**src/rtl/keypad_debounce_pkg.sv**
```systemverilog
// Shared definitions for the keypad debounce block: state encoding,
// key-code width and a counter width helper.
package keypad_debounce_pkg;

    // Width of the key code delivered by keypad_scan
    localparam int KEY_W = 4;

    // Debounce FSM states
    typedef enum logic [1:0] {
        IDLE    = 2'd0,
        CONFIRM = 2'd1,
        HELD    = 2'd2,
        RELEASE = 2'd3
    } state_t;

    // Number of bits needed to hold values 0..max_val (at least 1)
    function automatic int cnt_width(input int max_val);
        int w;
        w = 1;
        while ((1 << w) <= max_val) begin
            w++;
        end
        return w;
    endfunction

endpackage

```
**src/rtl/key_event_fifo.sv**
```systemverilog
// Small FIFO of key events with a registered head output, simultaneous
// push/pop support and a sticky overflow flag for dropped events.
module key_event_fifo
    import keypad_debounce_pkg::*;
#(
    parameter int DEPTH = 4,
    parameter int KEY_W = 4
) (
    input  logic                     clk,
    input  logic                     rst,
    input  logic                     push,
    input  logic [KEY_W-1:0]         data_in,
    input  logic                     pop,
    output logic [KEY_W-1:0]         data_out,
    output logic                     valid,
    output logic [$clog2(DEPTH):0]   count,
    output logic                     overflow
);

    localparam int PTR_W = $clog2(DEPTH);
    localparam logic [PTR_W:0] CNT_FULL = (PTR_W + 1)'(DEPTH);
    localparam logic [PTR_W:0] CNT_ONE  = (PTR_W + 1)'(1);

    logic [KEY_W-1:0] mem [DEPTH];
    logic [PTR_W-1:0] rd_ptr;
    logic [PTR_W-1:0] wr_ptr;
    logic [PTR_W-1:0] rd_ptr_inc;
    logic             do_push;
    logic             do_pop;
    logic             drop;
    logic [KEY_W-1:0] head_nxt;
    logic [PTR_W:0]   count_nxt;

    assign valid = (count != '0);

    // Decide which operations take effect and what the next head will be
    always_comb begin
        do_pop     = pop && (count != '0);
        do_push    = push && ((count != CNT_FULL) || do_pop);
        drop       = push && (count == CNT_FULL) && !do_pop;
        rd_ptr_inc = rd_ptr + PTR_W'(1);
        head_nxt   = data_out;
        count_nxt  = count;
        // A push into an empty (or just-emptied) FIFO becomes the head directly
        if (do_pop) begin
            if (count == CNT_ONE) begin
                head_nxt = do_push ? data_in : '0;
            end else begin
                head_nxt = mem[rd_ptr_inc];
            end
        end else if (do_push && (count == '0)) begin
            head_nxt = data_in;
        end
        case ({do_push, do_pop})
            2'b10:   count_nxt = count + CNT_ONE;
            2'b01:   count_nxt = count - CNT_ONE;
            default: count_nxt = count;
        endcase
    end

    // Pointers, occupancy, head register and sticky overflow
    always_ff @(posedge clk) begin
        if (rst) begin
            rd_ptr   <= '0;
            wr_ptr   <= '0;
            count    <= '0;
            data_out <= '0;
            overflow <= 1'b0;
        end else begin
            if (do_pop) begin
                rd_ptr <= rd_ptr_inc;
            end
            if (do_push) begin
                wr_ptr <= wr_ptr + PTR_W'(1);
            end
            count    <= count_nxt;
            data_out <= head_nxt;
            if (drop) begin
                overflow <= 1'b1;
            end
        end
    end

    // Event storage; contents need no reset since occupancy gates them
    always_ff @(posedge clk) begin
        if (do_push) begin
            mem[wr_ptr] <= data_in;
        end
    end

endmodule

```
**src/rtl/keypad_debounce.sv**
```systemverilog
// Debounces the raw key/pressed pair from keypad_scan into key-press events,
// optionally generating auto-repeat events, and queues them for keypad_FSM.
module keypad_debounce
    import keypad_debounce_pkg::*;
#(
    parameter int DEBOUNCE_CNT = 4,
    parameter int REPEAT_EN    = 0,
    parameter int REPEAT_DELAY = 20,
    parameter int REPEAT_RATE  = 8,
    parameter int DEPTH        = 4
) (
    input  logic                   clk,
    input  logic                   rst,
    input  logic [3:0]             key_in,
    input  logic                   pressed_in,
    input  logic                   pop,
    output logic [3:0]             key_out,
    output logic                   key_valid,
    output logic                   held,
    output logic [$clog2(DEPTH):0] count,
    output logic                   overflow
);

    localparam int CNT_W   = cnt_width(DEBOUNCE_CNT);
    localparam int RPT_MAX = REPEAT_DELAY + REPEAT_RATE;
    localparam int RPT_W   = cnt_width(RPT_MAX);

    localparam logic [CNT_W-1:0] CNT_ONE     = CNT_W'(1);
    localparam logic [CNT_W-1:0] CNT_LAST    = CNT_W'(DEBOUNCE_CNT - 1);
    localparam logic [RPT_W-1:0] RPT_ONE     = RPT_W'(1);
    localparam logic [RPT_W-1:0] RPT_DELAY_V = RPT_W'(REPEAT_DELAY);
    localparam logic [RPT_W-1:0] RPT_MAX_V   = RPT_W'(RPT_MAX);

    state_t           state;
    state_t           state_nxt;
    logic [KEY_W-1:0] candidate;
    logic [KEY_W-1:0] cand_nxt;
    logic [CNT_W-1:0] cnt;
    logic [CNT_W-1:0] cnt_nxt;
    logic [RPT_W-1:0] rpt;
    logic [RPT_W-1:0] rpt_nxt;
    logic [RPT_W-1:0] rpt_inc;
    logic             match;
    logic             push_evt;

    assign match = pressed_in && (key_in == candidate);
    assign held  = (state == HELD) || (state == RELEASE);

    // Next-state, debounce/repeat counters and event push decision
    always_comb begin
        state_nxt = state;
        cand_nxt  = candidate;
        cnt_nxt   = cnt;
        rpt_nxt   = rpt;
        push_evt  = 1'b0;
        // Saturating increment so a long hold never wraps into a false repeat
        rpt_inc   = (rpt == RPT_MAX_V) ? rpt : rpt + RPT_ONE;
        case (state)
            IDLE: begin
                if (pressed_in) begin
                    state_nxt = CONFIRM;
                    cand_nxt  = key_in;
                    cnt_nxt   = CNT_ONE;
                end
            end
            CONFIRM: begin
                if (!pressed_in) begin
                    state_nxt = IDLE;
                    cnt_nxt   = '0;
                end else if (key_in != candidate) begin
                    cand_nxt = key_in;
                    cnt_nxt  = CNT_ONE;
                end else if (cnt == CNT_LAST) begin
                    push_evt  = 1'b1;
                    state_nxt = HELD;
                    cnt_nxt   = '0;
                    rpt_nxt   = '0;
                end else begin
                    cnt_nxt = cnt + CNT_ONE;
                end
            end
            HELD: begin
                if (!match) begin
                    state_nxt = RELEASE;
                    cnt_nxt   = CNT_ONE;
                end else if ((REPEAT_EN != 0) && (rpt_inc == RPT_DELAY_V)) begin
                    push_evt = 1'b1;
                    rpt_nxt  = rpt_inc;
                end else if ((REPEAT_EN != 0) && (rpt_inc == RPT_MAX_V)) begin
                    // Fold back to the delay point so the next repeat is one rate period away
                    push_evt = 1'b1;
                    rpt_nxt  = RPT_DELAY_V;
                end else begin
                    rpt_nxt = rpt_inc;
                end
            end
            RELEASE: begin
                if (match) begin
                    state_nxt = HELD;
                    cnt_nxt   = '0;
                    rpt_nxt   = '0;
                end else if (cnt == CNT_LAST) begin
                    state_nxt = IDLE;
                    cnt_nxt   = '0;
                end else begin
                    cnt_nxt = cnt + CNT_ONE;
                end
            end
        endcase
    end

    // FSM state, candidate key and counters
    always_ff @(posedge clk) begin
        if (rst) begin
            state     <= IDLE;
            candidate <= '0;
            cnt       <= '0;
            rpt       <= '0;
        end else begin
            state     <= state_nxt;
            candidate <= cand_nxt;
            cnt       <= cnt_nxt;
            rpt       <= rpt_nxt;
        end
    end

    key_event_fifo #(
        .DEPTH (DEPTH),
        .KEY_W (KEY_W)
    ) u_fifo (
        .clk      (clk),
        .rst      (rst),
        .push     (push_evt),
        .data_in  (candidate),
        .pop      (pop),
        .data_out (key_out),
        .valid    (key_valid),
        .count    (count),
        .overflow (overflow)
    );

endmodule
```
**config.mk**
```make
export PLATFORM = sky130hd
export DESIGN_NAME = keypad_debounce
export DESIGN_NICKNAME = d
export VERILOG_FILES = /design/src/rtl/keypad_debounce_pkg.sv /design/src/rtl/key_event_fifo.sv /design/src/rtl/keypad_debounce.sv
export SDC_FILE = /design/constraint.sdc
export NUM_CORES = 1
export LEC_CHECK = 0
export CAP_MARGIN = 10
export CORE_MARGIN = 3
export CORE_UTILIZATION = 50
export DETAILED_ROUTE_END_ITERATION = 7
export DONT_BUFFER_PORTS = 1
export GPL_TIMING_DRIVEN = 0
export SLEW_MARGIN = 20
export SYNTH_ARGS = -nofsm -noshare
export SYNTH_HDL_FRONTEND = slang
export SYNTH_SLANG_ARGS = --single-unit
export TNS_END_PERCENT = 30
```
**constraint.sdc**
```tcl
create_clock -name clk -period 3.23 [get_ports clk]
set_input_delay 0.1615 -clock clk [delete_from_list [all_inputs] [get_ports clk]]
set_output_delay 0.1615 -clock clk [all_outputs]
set_load 0.005 [all_outputs]
```
-- Word-level counts from Yosys, hierarchy flattened
Memories as Yosys holds them, arrays and structs flattened.
Cells that the tools add are included.
- $add $sub $neg: 5
- equality and inequality tests: 18
- multiplexer cells: 30
- reductions and logical operators: 18
- operators by type and width (kind ; count):
    $mux 4 ; 7
    $mux 3 ; 6
    $mux 2 ; 7
    $pmux 3 s4 ; 1
    $ne 3x3->1 const B ; 3
    $ne 2x2->1 const B ; 4
    $pmux 2 s4 ; 1
    $pmux 4 s2 ; 1
    $add 3x1->3 const B ; 2
    $eq 2x2->1 const B ; 3
    $logic_and 1x1->1 ; 6
    $mux 1 ; 6
    $pmux 3 s2 ; 1
    $reduce_bool 2->1 ; 3
    $reduce_and 5->1 ; 1
    $add 2x1->2 const B ; 2
    $eq 2x1->1 const B ; 2
    $eq 4x4->1 ; 1
    $ne 4x4->1 ; 1
    $reduce_and 4->1 ; 1
    $eq 3x1->1 const B ; 1
    $eq 3x2->1 const B ; 1
    $eq 3x3->1 const B ; 1
    $logic_not 3->1 ; 1
    other kinds (7) ; 8
- flip-flop bits (word level): 21
- bits in writable memories: 16
- logic and storage cells: 80
- memories kept: 1
- memories (name ; depth ; bits a word ; rd ports ; clocked after Yosys merged registers in ; wr ports ; line ; source):
    u_fifo.mem ; 4 ; 4 ; 1 ; 0 ; 1 ; key_event_fifo.sv:24 ; logic [KEY_W-1:0] mem [DEPTH];

-- Longest topological paths before layout
Gate-level depths: netlist of run 1.
- depth in word-level cells: 9
- mapped depth: 10
- gate-level depth less buffers: 10

-- Cells and area by module
Synthesis of run 1 repeated with hierarchy kept, for this count alone.
- cells, all modules: 179
- area, all modules: 1916.8 sq um
- modules (own cells, without submodules) (module ; instances ; cells each ; area each (sq um) ; seq. area each (sq um)):
    key_event_fifo ; 1 ; 113 ; 1376.3 ; 720.7
    keypad_debounce ; 1 ; 66 ; 540.5 ; 180.2

-- Worst setup path before layout of run 1
No wires, ideal clock.
- kind: flip-flop to flip-flop
- from: reg u_fifo.count[0]
- to: reg u_fifo.count[2]
- arrival time: 2.237 ns
- required time: 3.159 ns
- slack: 0.922 ns
- cell stages (with the launch flop): 10
- period minus slack after synthesis: 2.308 ns
- cell sequence: dfxtp_1 -> inv_1 -> ha_1 -> and3b_1 -> or3_1 -> nor2_1 -> inv_1 -> ha_1 -> or3_1 -> a21oi_1
- longest elaborated chain between the ends: 6
- RTL lines (item ; line ; source):
    from (decl) ; key_event_fifo.sv:16 ; output logic [$clog2(DEPTH):0] count,
    from (signal assigned) ; key_event_fifo.sv:76 ; count <= count_nxt;
    $reduce_bool 3->1 ; key_event_fifo.sv:38 ; do_pop = pop && (count != '0);
    $logic_and 1x1->1 ; key_event_fifo.sv:38 ;
    $logic_or 1x1->1 ; key_event_fifo.sv:39 ; do_push = push && ((count != CNT_FULL) || do_pop);
    $logic_and 1x1->1 ; key_event_fifo.sv:39 ;
    $eq 2x1->1 or $eq 2x2->1 (tied branches) ; key_event_fifo.sv:54 ; case ({do_push, do_pop})
    $pmux 3 s2 or $reduce_bool 2->1 (tied branches) ; - ;
Parallel ways exist; a longest one is shown, timed or not.
A chain may end at the register's enable or synchronous reset.

-- Final worst setup path of run 1
Ends and elaborated chain as after synthesis.

==> results of run 1 <==
## through the flow
step,hold WS (ns),power [mW],util,cell area (um^2),cells
3_3_place_gp,0.299,0.715,0.559,1950,226
3_5_place_dp,0.309,0.721,0.559,1950,226
4_1_cts,0.00941,1.04,0.591,2070,237
6_report,0.0172,1.02,0.591,2070,237
5_1_grt,0.0136,1.09,0.591,2070,237
2_1_floorplan,0.298,0.681,-,1900,180
## power breakdown
group	leakage, nW	switching [mW]	internal, mW	total [mW]
clock network	0.0450	0.162	0.149	0.311
logic	0.366	0.0953	0.0776	0.173
registers	0.318	0.0297	0.510	0.540
total	0.728	0.287	0.737	1.02
## worst paths after layout
path	end	cells past startpoint
setup reg to reg	u_fifo.count[2]	9
setup / recovery	u_fifo.count[2]	9
hold / removal	candidate[2]	2
hold reg to reg	cnt[2]	2
## cell type report
type | count | area [um^2]
Buffer | 11 | 65.1
Clock buffer | 6 | 72.6
Clock inverter | 2 | 10.0
Fill cell | 310 | 1430
Inverter | 11 | 41.3
Multi-Input combinational cell | 121 | 890
Sequential cell | 37 | 901
Tap cell | 46 | 57.6
Timing Repair Buffer | 3 | 30.0
## cell usage in the layout (no fill, tap or decap), drive strengths merged, types with 5 or more instances in the layout
| cell | instances |
|---|---|
| a311oi | 8 |
| nand2 | 11 |
| dfxtp | 21 |
| ha | 10 |
| clkbuf | 11 |
| o21ai | 9 |
| a211oi | 5 |
| nand2b | 7 |
| nor3 | 5 |
| nor2 | 13 |
| xnor2 | 5 |
| a21oi | 9 |
| edfxtp | 16 |
| buf | 6 |
| inv | 10 |
## timing repair
item | in CTS | in global routing
buffers inserted | 0 | 0
endpoints found under the hold margin | 3 | 0
hold buffers | 3 | 0
## routing by layer
layer | global-route usage | up-vias | wire [um]
li1 | - | 675 | -
met3 | 0.0682 | 7 | 246
met5 | 0 | - | 0
met1 | 0.257 | 691 | 1770
met4 | 0.0911 | 0 | 65
met2 | 0.320 | 40 | 1930
## cell families (layout without fill, tap and decap cells)
group / Yosys count / count (layout)
buffers and inverters: 22 / 33
multiplexers: 5 / 5
AND/OR/NAND/NOR: 58 / 58
AO/OA/AOI/OAI: 40 / 40
XOR/XNOR: 8 / 8
adder cells (fa/ha/maj): 10 / 10
flip-flops: 37 / 37
## flip-flops by register name, indices dropped and copies added (netlist names)
| signal | flops |
|---|---|
| u_fifo.count | 3 |
| u_fifo.data_out | 4 |
| cnt | 3 |
| state | 2 |
| candidate | 4 |
| u_fifo.overflow | 1 |
| u_fifo.rd_ptr | 2 |
| u_fifo.mem | 16 |
| u_fifo.wr_ptr | 2 |
==> results.json, run 1 <==
{
  "die_w_um": 67.6,
  "ioPinCount": 18,
  "gp_congestion": 0.825,
  "area_growth_pct": 8.97,
  "p_per_area_mw_per_mm2": 496,
  "drcViolationCount": 0,
  "rows": 21,
  "min_period_ns": 2.48,
  "setup_violations": 0,
  "clk_path_buf_depth": 2,
  "vias": 1413,
  "synth-edff-count": 16,
  "final_nets": 208,
  "synth_compound_gate_area_share": 0.141,
  "antenna_found_initial": 0,
  "synth_commonest_cells": "dfxtp_1, edfxtp_1, nor2_1",
  "h-tree-depth": 2,
  "syn_area_per_cell_um2": 10.5,
  "synth_fa_ha_area_frac": 0.0660,
  "clkSinkCount": 37,
  "cp-start-kind": "flop",
  "drt-total-wl_um": 4020,
  "min_from": "key_in[2]",
  "clkLatencyLatePin_ns": 0.29,
  "min_path_type": "input port to flop",
  "clock_skew_ns": 0.00718,
  "crit_fanout": 5,
  "synth_top_family_by_area": "simple AND/OR/NAND/NOR gates",
  "synth_mux_area_frac": 0.0528,
  "critPathBufInv": 2,
  "crit_family": "simple AND/OR/NAND/NOR gates",
  "regToRegStartpoint": "u_fifo.count[0]",
  "maxSlewViolCount": 0,
  "syn_nets": 198,
  "run_status": "finished clean",
  "max_slew_margin": 0.662,
  "track_usage": 0.205,
  "synth-xor-area-share": 0.0369,
  "fin_tns_setup_ns": 0,
  "crit_arrival_ns": 2.70,
  "syn_inst": 180,
  "yosysWarnings": 0,
  "hold_violations": 0,
  "ys_types": 43,
  "synth_top_area_cell": "edfxtp_1",
  "cts_inserted_buffers": 5,
  "grt_overflow": 0,
  "setup_ws_ns": 0.748,
  "p_leak_nw": 0.728,
  "synthArstFlopShare": 0,
  "avgRoutedWirePerCell_um": 16.9,
  "critPathKind": "flop to flop",
  "placement.setup.worst_slack_ns": 0.759,
  "crit_slowest_cell": "dfxtp_1",
  "synthFlopType": "dfxtp_1",
  "dieArea_mm2": 0.00457,
  "ir_worst_vdd_mv": 0.292,
  "cp-startpoint": "u_fifo.count[0]",
  "port_buffers": 0,
  "fmax_mhz": 403,
  "yosysMostFrequentCell": "dfxtp_1",
  "core_mm2": 0.00349,
  "cp_cell_sequence": "inv_1 -> ha_1 -> and3b_1 -> or3_1 -> nor2_1 -> inv_1 -> ha_1 -> or3_1 -> a21oi_1",
  "yosys.area_share.simple": 0.173,
  "ctsResizeCount": 0,
  "path_clk_slew_ns": 0.07,
  "yosysSeqAreaShare": 0.475,
  "n_antenna_cell": 0,
  "grt_pass1_vias": 1388,
  "die_h_um": 67.6,
  "cp_data_required_time_ns": 3.45,
  "hpwl_um": 2960,
  "rrSetupSlack_ns": 0.75,
  "clockRootBuffer": "clkbuf_8",
  "rsz0062_at_grt": "false",
  "cp-end-kind": "flop",
  "cts_tree": "yes",
  "ant_nets": 0,
  "drt_iter0_drc": 97,
  "drv_cap": 0,
  "drive_gt1_frac": 0.115,
  "min_period_over_period": 0.768,
  "drt-vias-per-instance": 5.96,
  "tightest_slew_ns": 0.506,
  "grt_pass1_wl_um": 6700,
  "first_pass_iters": 4,
  "synth_top_area_share": 0.253,
  "synth_seq_cells": 37,
  "grt_max_degree": 12,
  "syn-cell-area_mm2": 0.00190,
  "initial_core_util": 0.543,
  "cpPeakStageDelay_ns": 0.44,
  "yosys-top-cells-area": "edfxtp_1, dfxtp_1, ha_1, mux4_2, a311oi_1"
}
No activity file was read; power rests on OpenSTA's default activity.
==> run 2, diff against run 1 <==
ABC_AREA = 1   (was not set)
clock period = 2.5 ns   (was 3.23 ns; I/O delays follow)
==> run 2 against run 1 <==
Net effect:
- worst setup slack got worse by 0.51 ns
- utilization decreased by 0.38 points
- sequential power rose by 34%
- largest cell class unchanged
- largest power group unchanged
- highest routed layer unchanged
==> results.json, run 2 <==
{
  "final_cell_mix": "nand2_1, inv_1, dfxtp_1, a21oi_1, nor2_1",
  "setup_ws_ns": 0.241,
  "die_h_um": 67.2,
  "hold_ws_ns": 0.0196,
  "synth-edff-count": 16,
  "synth_fa_ha_area_frac": 0.0668,
  "n_antenna_cell": 0,
  "fmax_mhz": 443,
  "cts_tree": "yes",
  "synth_compound_gate_area_share": 0.139,
  "yosysSeqAreaShare": 0.481,
  "rsz0062_at_grt": "false",
  "synth_mux_area_frac": 0,
  "clockRootBuffer": "clkbuf_8",
  "cp-end-kind": "flop",
  "synthFlopType": "dfxtp_1",
  "min_period_over_period": 0.904,
  "max_slew_margin": 0.647,
  "yosys-top-cells-area": "edfxtp_1, dfxtp_1, nand2_1, ha_1, inv_1",
  "p_per_area_mw_per_mm2": 688,
  "clock_skew_ns": 0.00230,
  "placement.setup.worst_slack_ns": 0.193,
  "drive_gt1_frac": 0.106,
  "stdcell_count": 281,
  "synth_top_area_cell": "edfxtp_1",
  "synth_seq_cells": 37,
  "finalPower_mw": 1.40,
  "gp_congestion": 0.912,
  "largest_register": "u_fifo.mem",
  "syn-cell-area_mm2": 0.00187,
  "track_usage": 0.192,
  "post-place-cells": 270,
  "ioPinCount": 18,
  "yosysWarnings": 0,
  "syn_area_per_cell_um2": 8.37,
  "grt_pass1_vias": 1420,
  "path_clk_slew_ns": 0.07,
  "die_w_um": 67.2,
  "setup_violations": 0,
  "largest_reg_flops": 16,
  "drt-total-wl_um": 3880,
  "first_pass_iters": 4,
  "drt-vias-per-instance": 5.28,
  "cts_inserted_buffers": 5,
  "crit_fanout": 6,
  "cp-start-kind": "flop",
  "initial_core_util": 0.540,
  "min_period_ns": 2.26,
  "vias": 1483,
  "drt_iter0_drc": 86,
  "dieArea_mm2": 0.00452,
  "tightest_slew_ns": 0.530,
  "final_nets": 252,
  "hold_violations": 0,
  "drcViolationCount": 0,
  "synth_commonest_cells": "nand2_1, inv_1, dfxtp_1",
  "syn_inst": 224,
  "yosys.area_share.simple": 0.213,
  "grt_overflow": 0,
  "synth_top_area_share": 0.256,
  "port_buffers": 0,
  "grt_max_degree": 12,
  "area_growth_pct": 8.74,
  "final_common_cell": "nand2_1",
  "core_mm2": 0.00347,
  "avgRoutedWirePerCell_um": 13.8,
  "grt_pass1_wl_um": 6410,
  "drv_cap": 0,
  "h-tree-depth": 2,
  "critPathKind": "flop to flop",
  "top_regs": "u_fifo.mem x16, candidate x4, u_fifo.data_out x4",
  "crit_arrival_ns": 2.43,
  "cp_data_required_time_ns": 2.67,
  "rows": 21,
  "fin_tns_setup_ns": 0,
  "synth-xor-area-share": 0.0187,
  "min_path_type": "input port to flop",
  "run_status": "finished clean",
  "clkLatencyLatePin_ns": 0.29,
  "synth_top_family_by_area": "simple AND/OR/NAND/NOR gates",
  "p_leak_nw": 0.866,
  "clk_path_buf_depth": 2,
  "ir_worst_vdd_mv": 0.372,
  "synthArstFlopShare": 0,
  "ys_types": 28,
  "hpwl_um": 2910,
  "ant_nets": 0,
  "antenna_found_initial": 0,
  "num-fill-cells": 327,
  "syn_nets": 242,
  "maxSlewViolCount": 0,
  "yosysMostFrequentCell": "nand2_1",
  "clkSinkCount": 37
}
==> run 2: logic make-up after synthesis <==
kind of cell,Yosys count
AND/OR/NAND/NOR,85
flip-flops,37
adder cells (fa/ha/maj),10
AO/OA/AOI/OAI,48
XOR/XNOR,4
buffers and inverters,40
==> run 2: per-layer routing <==
metal  GRT usage  vias to the layer above  part of all wire
met1       0.235                      686              0.45
met5           0                        -                 0
met2       0.317                       37              0.46
li1            -                      753                 -
met3      0.0499                        7             0.066
met4      0.0886                        0             0.015
==> run 2: area by class of cell <==
cell class	count	area, um^2	share of cell area
Sequential cell	37	901	0.442
Multi-Input combinational cell	147	820	0.402
Inverter	36	135	0.0663
Clock buffer	5	68.8	0.0338
Tap cell	46	57.6	0.0282
Timing Repair Buffer	3	25.0	0.0123
Buffer	4	18.8	0.00921
Clock inverter	3	12.5	0.00614
==> run 2: worst max-delay path: stages, from the launching register on <==
cell and delay, ns:
dfxtp_1 0.38, ha_1 0.18, inv_2 0.06, nor2_4 0.13
inv_2 0.07, nor3_4 0.24, nand2_2 0.11, nor2_4 0.15
inv_2 0.09, ha_1 0.34, nor2_1 0.11, o21ai_0 0.11
o21ai_1 0.13, a21oi_1 0.05
==> run 2: power breakdown <==
group	internal (mW)	switching [mW]
sequential	0.671	0.0501
clock	0.188	0.207
combinational	0.100	0.185
total	0.959	0.442
==> run 2: metrics by stage <==
step	instance area (um^2)	util
floorplan	1870	-
global placement	1930	0.557
detailed placement	1930	0.557
CTS	2020	0.583
global route	2040	0.588
finish	2040	0.588
==> run 2: timing repair <==
action,4_1_cts,5_1_grt
hold endpoints to repair,1,0
gates resized for setup,0,1
hold buffers,1,0
endpoints found under the setup margin,0,1
buffers inserted,0,2
==> run 2: path summary, 6_finish.rpt <==
check	slack [ns]	start	depth (start not counted)	to
max	0.24	cnt[0]	13	u_fifo.count[2]
max reg2reg	0.24	cnt[0]	13	u_fifo.count[2]
min reg2reg	0.49	cnt[2]	2	cnt[2]
min	0.02	key_in[1]	2	candidate[1]
==> run 3, diff against run 2 <==
==> constraint.sdc (replaced) <==
create_clock -name clk -period 2.5 [get_ports clk]
set_input_delay 0 -clock clk [delete_from_list [all_inputs] [get_ports clk]]
set_output_delay 0 -clock clk [all_outputs]
set_load 0.005 [all_outputs]
==> run 3 against run 2 <==
Net effect:
- clock power is essentially flat
- clock-buffer cell count stayed put
- first-iteration DRC count rose by 17%
- critical endpoint unchanged
- highest routed layer unchanged
==> results.json, run 3 (same netlist as run 2, synthesis figures left out) <==
{
  "drt-vias-per-instance": 5.27,
  "crit_fanout": 6,
  "top_regs": "u_fifo.mem x16, candidate x4, u_fifo.data_out x4",
  "clkSinkCount": 37,
  "avgRoutedWirePerCell_um": 13.7,
  "grt_pass1_vias": 1440,
  "clock_skew_ns": 0.00247,
  "rsz0062_at_grt": "false",
  "cp_data_required_time_ns": 2.67,
  "hold_violations": 0,
  "ir_worst_vdd_mv": 0.375,
  "ioPinCount": 18,
  "grt_overflow": 0,
  "drv_cap": 0,
  "final_cell_mix": "nand2_1, inv_1, dfxtp_1, a21oi_1, nor2_1",
  "min_period_over_period": 0.904,
  "path_clk_slew_ns": 0.07,
  "fmax_mhz": 443,
  "grt_pass1_wl_um": 6450,
  "clockRootBuffer": "clkbuf_8",
  "rows": 21,
  "post-place-cells": 270,
  "drcViolationCount": 0,
  "register_area_um2": 901,
  "placement.setup.worst_slack_ns": 0.193,
  "finalPower_mw": 1.41,
  "post-route-util": 0.599,
  "setup_ws_ns": 0.241,
  "track_usage": 0.194,
  "maxSlewViolCount": 0,
  "crit_arrival_ns": 2.43,
  "drt_iter0_drc": 101,
  "n_antenna_cell": 0,
  "core_mm2": 0.00347,
  "grt_max_degree": 12,
  "gp_congestion": 0.912,
  "p_per_area_mw_per_mm2": 677,
  "met2_length_um": 1850,
  "clkLatencyLatePin_ns": 0.29,
  "min_period_ns": 2.26,
  "cp-end-kind": "flop",
  "antenna_found_initial": 0,
  "cp-start-kind": "flop",
  "vias": 1501,
  "port_buffers": 0,
  "h-tree-depth": 2,
  "top_layer": "met4",
  "hpwl_um": 2910,
  "final_nets": 256,
  "fin_tns_setup_ns": 0,
  "first_pass_iters": 4,
  "drive_gt1_frac": 0.105,
  "ant_nets": 0,
  "min_path_type": "input port to flop",
  "setup_violations": 0,
  "largest_reg_flops": 16,
  "clk_path_buf_depth": 2,
  "stdcell_count": 285,
  "largest_register": "u_fifo.mem",
  "cts_tree": "yes",
  "die_w_um": 67.2,
  "num-fill-cells": 329,
  "cts_inserted_buffers": 5,
  "initial_core_util": 0.540,
  "area_growth_pct": 10.9,
  "max_slew_margin": 0.648,
  "dieArea_mm2": 0.00452,
  "run_status": "finished clean",
  "tightest_slew_ns": 0.528,
  "die_h_um": 67.2,
  "critPathKind": "flop to flop",
  "final_common_cell": "nand2_1",
  "p_leak_nw": 0.882,
  "met1Wirelength_um": 1810,
  "drt-total-wl_um": 3900,
  "wl_met3_um": 177,
  "multi_input_area_um2": 820
}
-- run 3: cell count changes in the layout (fill, tap and decap cells not counted), sizes merged --
cell,previous run,this run
dlygate4sd3,1,5
-- run 3: layer usage --
layer	up-vias	global-route usage
met2	37	0.318
met4	0	0.0937
met3	7	0.0466
met5	-	0
li1	763	-
met1	694	0.238
-- run 3: layout make-up --
class                   count  area share
well taps                  46      0.0277
clock buffers               5      0.0331
clock inverters             3     0.00602
inverters                  36      0.0650
flip-flops and latches     37       0.433
repair buffers              7      0.0313
multi-input cells         147       0.394
plain buffers               4     0.00903
-- run 3: worst paths after layout --
kind         slack (ns)   start  depth (start not counted)          endpoint
max                0.24  cnt[0]                         13   u_fifo.count[2]
min                0.05     pop                          3  u_fifo.rd_ptr[0]
max reg2reg        0.24  cnt[0]                         13   u_fifo.count[2]
min reg2reg        0.49  cnt[2]                          2            cnt[2]
-- run 3: timing repair --
action	in CTS	in global routing
gates resized for setup	0	1
endpoints found under the hold margin	5	0
hold buffers	5	0
buffers inserted	0	2
endpoints found under the setup margin	0	1
-- run 3: through the flow --
step / area, um^2 / hold WS (ns)
2_1_floorplan: 1870 / 0.165
3_3_place_gp: 1930 / 0.178
3_5_place_dp: 1930 / 0.175
4_1_cts: 2060 / 0.0232
5_1_grt: 2080 / 0.0640
6_report: 2080 / 0.0456
-- run 3: where the power goes --
part	switching [mW]	leakage [nW]	internal [mW]
Sequential	0.0493	0.316	0.671
Combinational	0.186	0.523	0.105
Clock	0.208	0.0430	0.188
Total	0.443	0.882	0.963
-- run 3: critical path: stages (launching register included) --
cell	delay [ns]
dfxtp_1	0.38
ha_1	0.18
inv_2	0.06
nor2_4	0.13
inv_2	0.07
nor3_4	0.24
nand2_2	0.11
nor2_4	0.15
inv_2	0.09
ha_1	0.34
nor2_1	0.11
o21ai_0	0.11
o21ai_1	0.13
a21oi_1	0.05
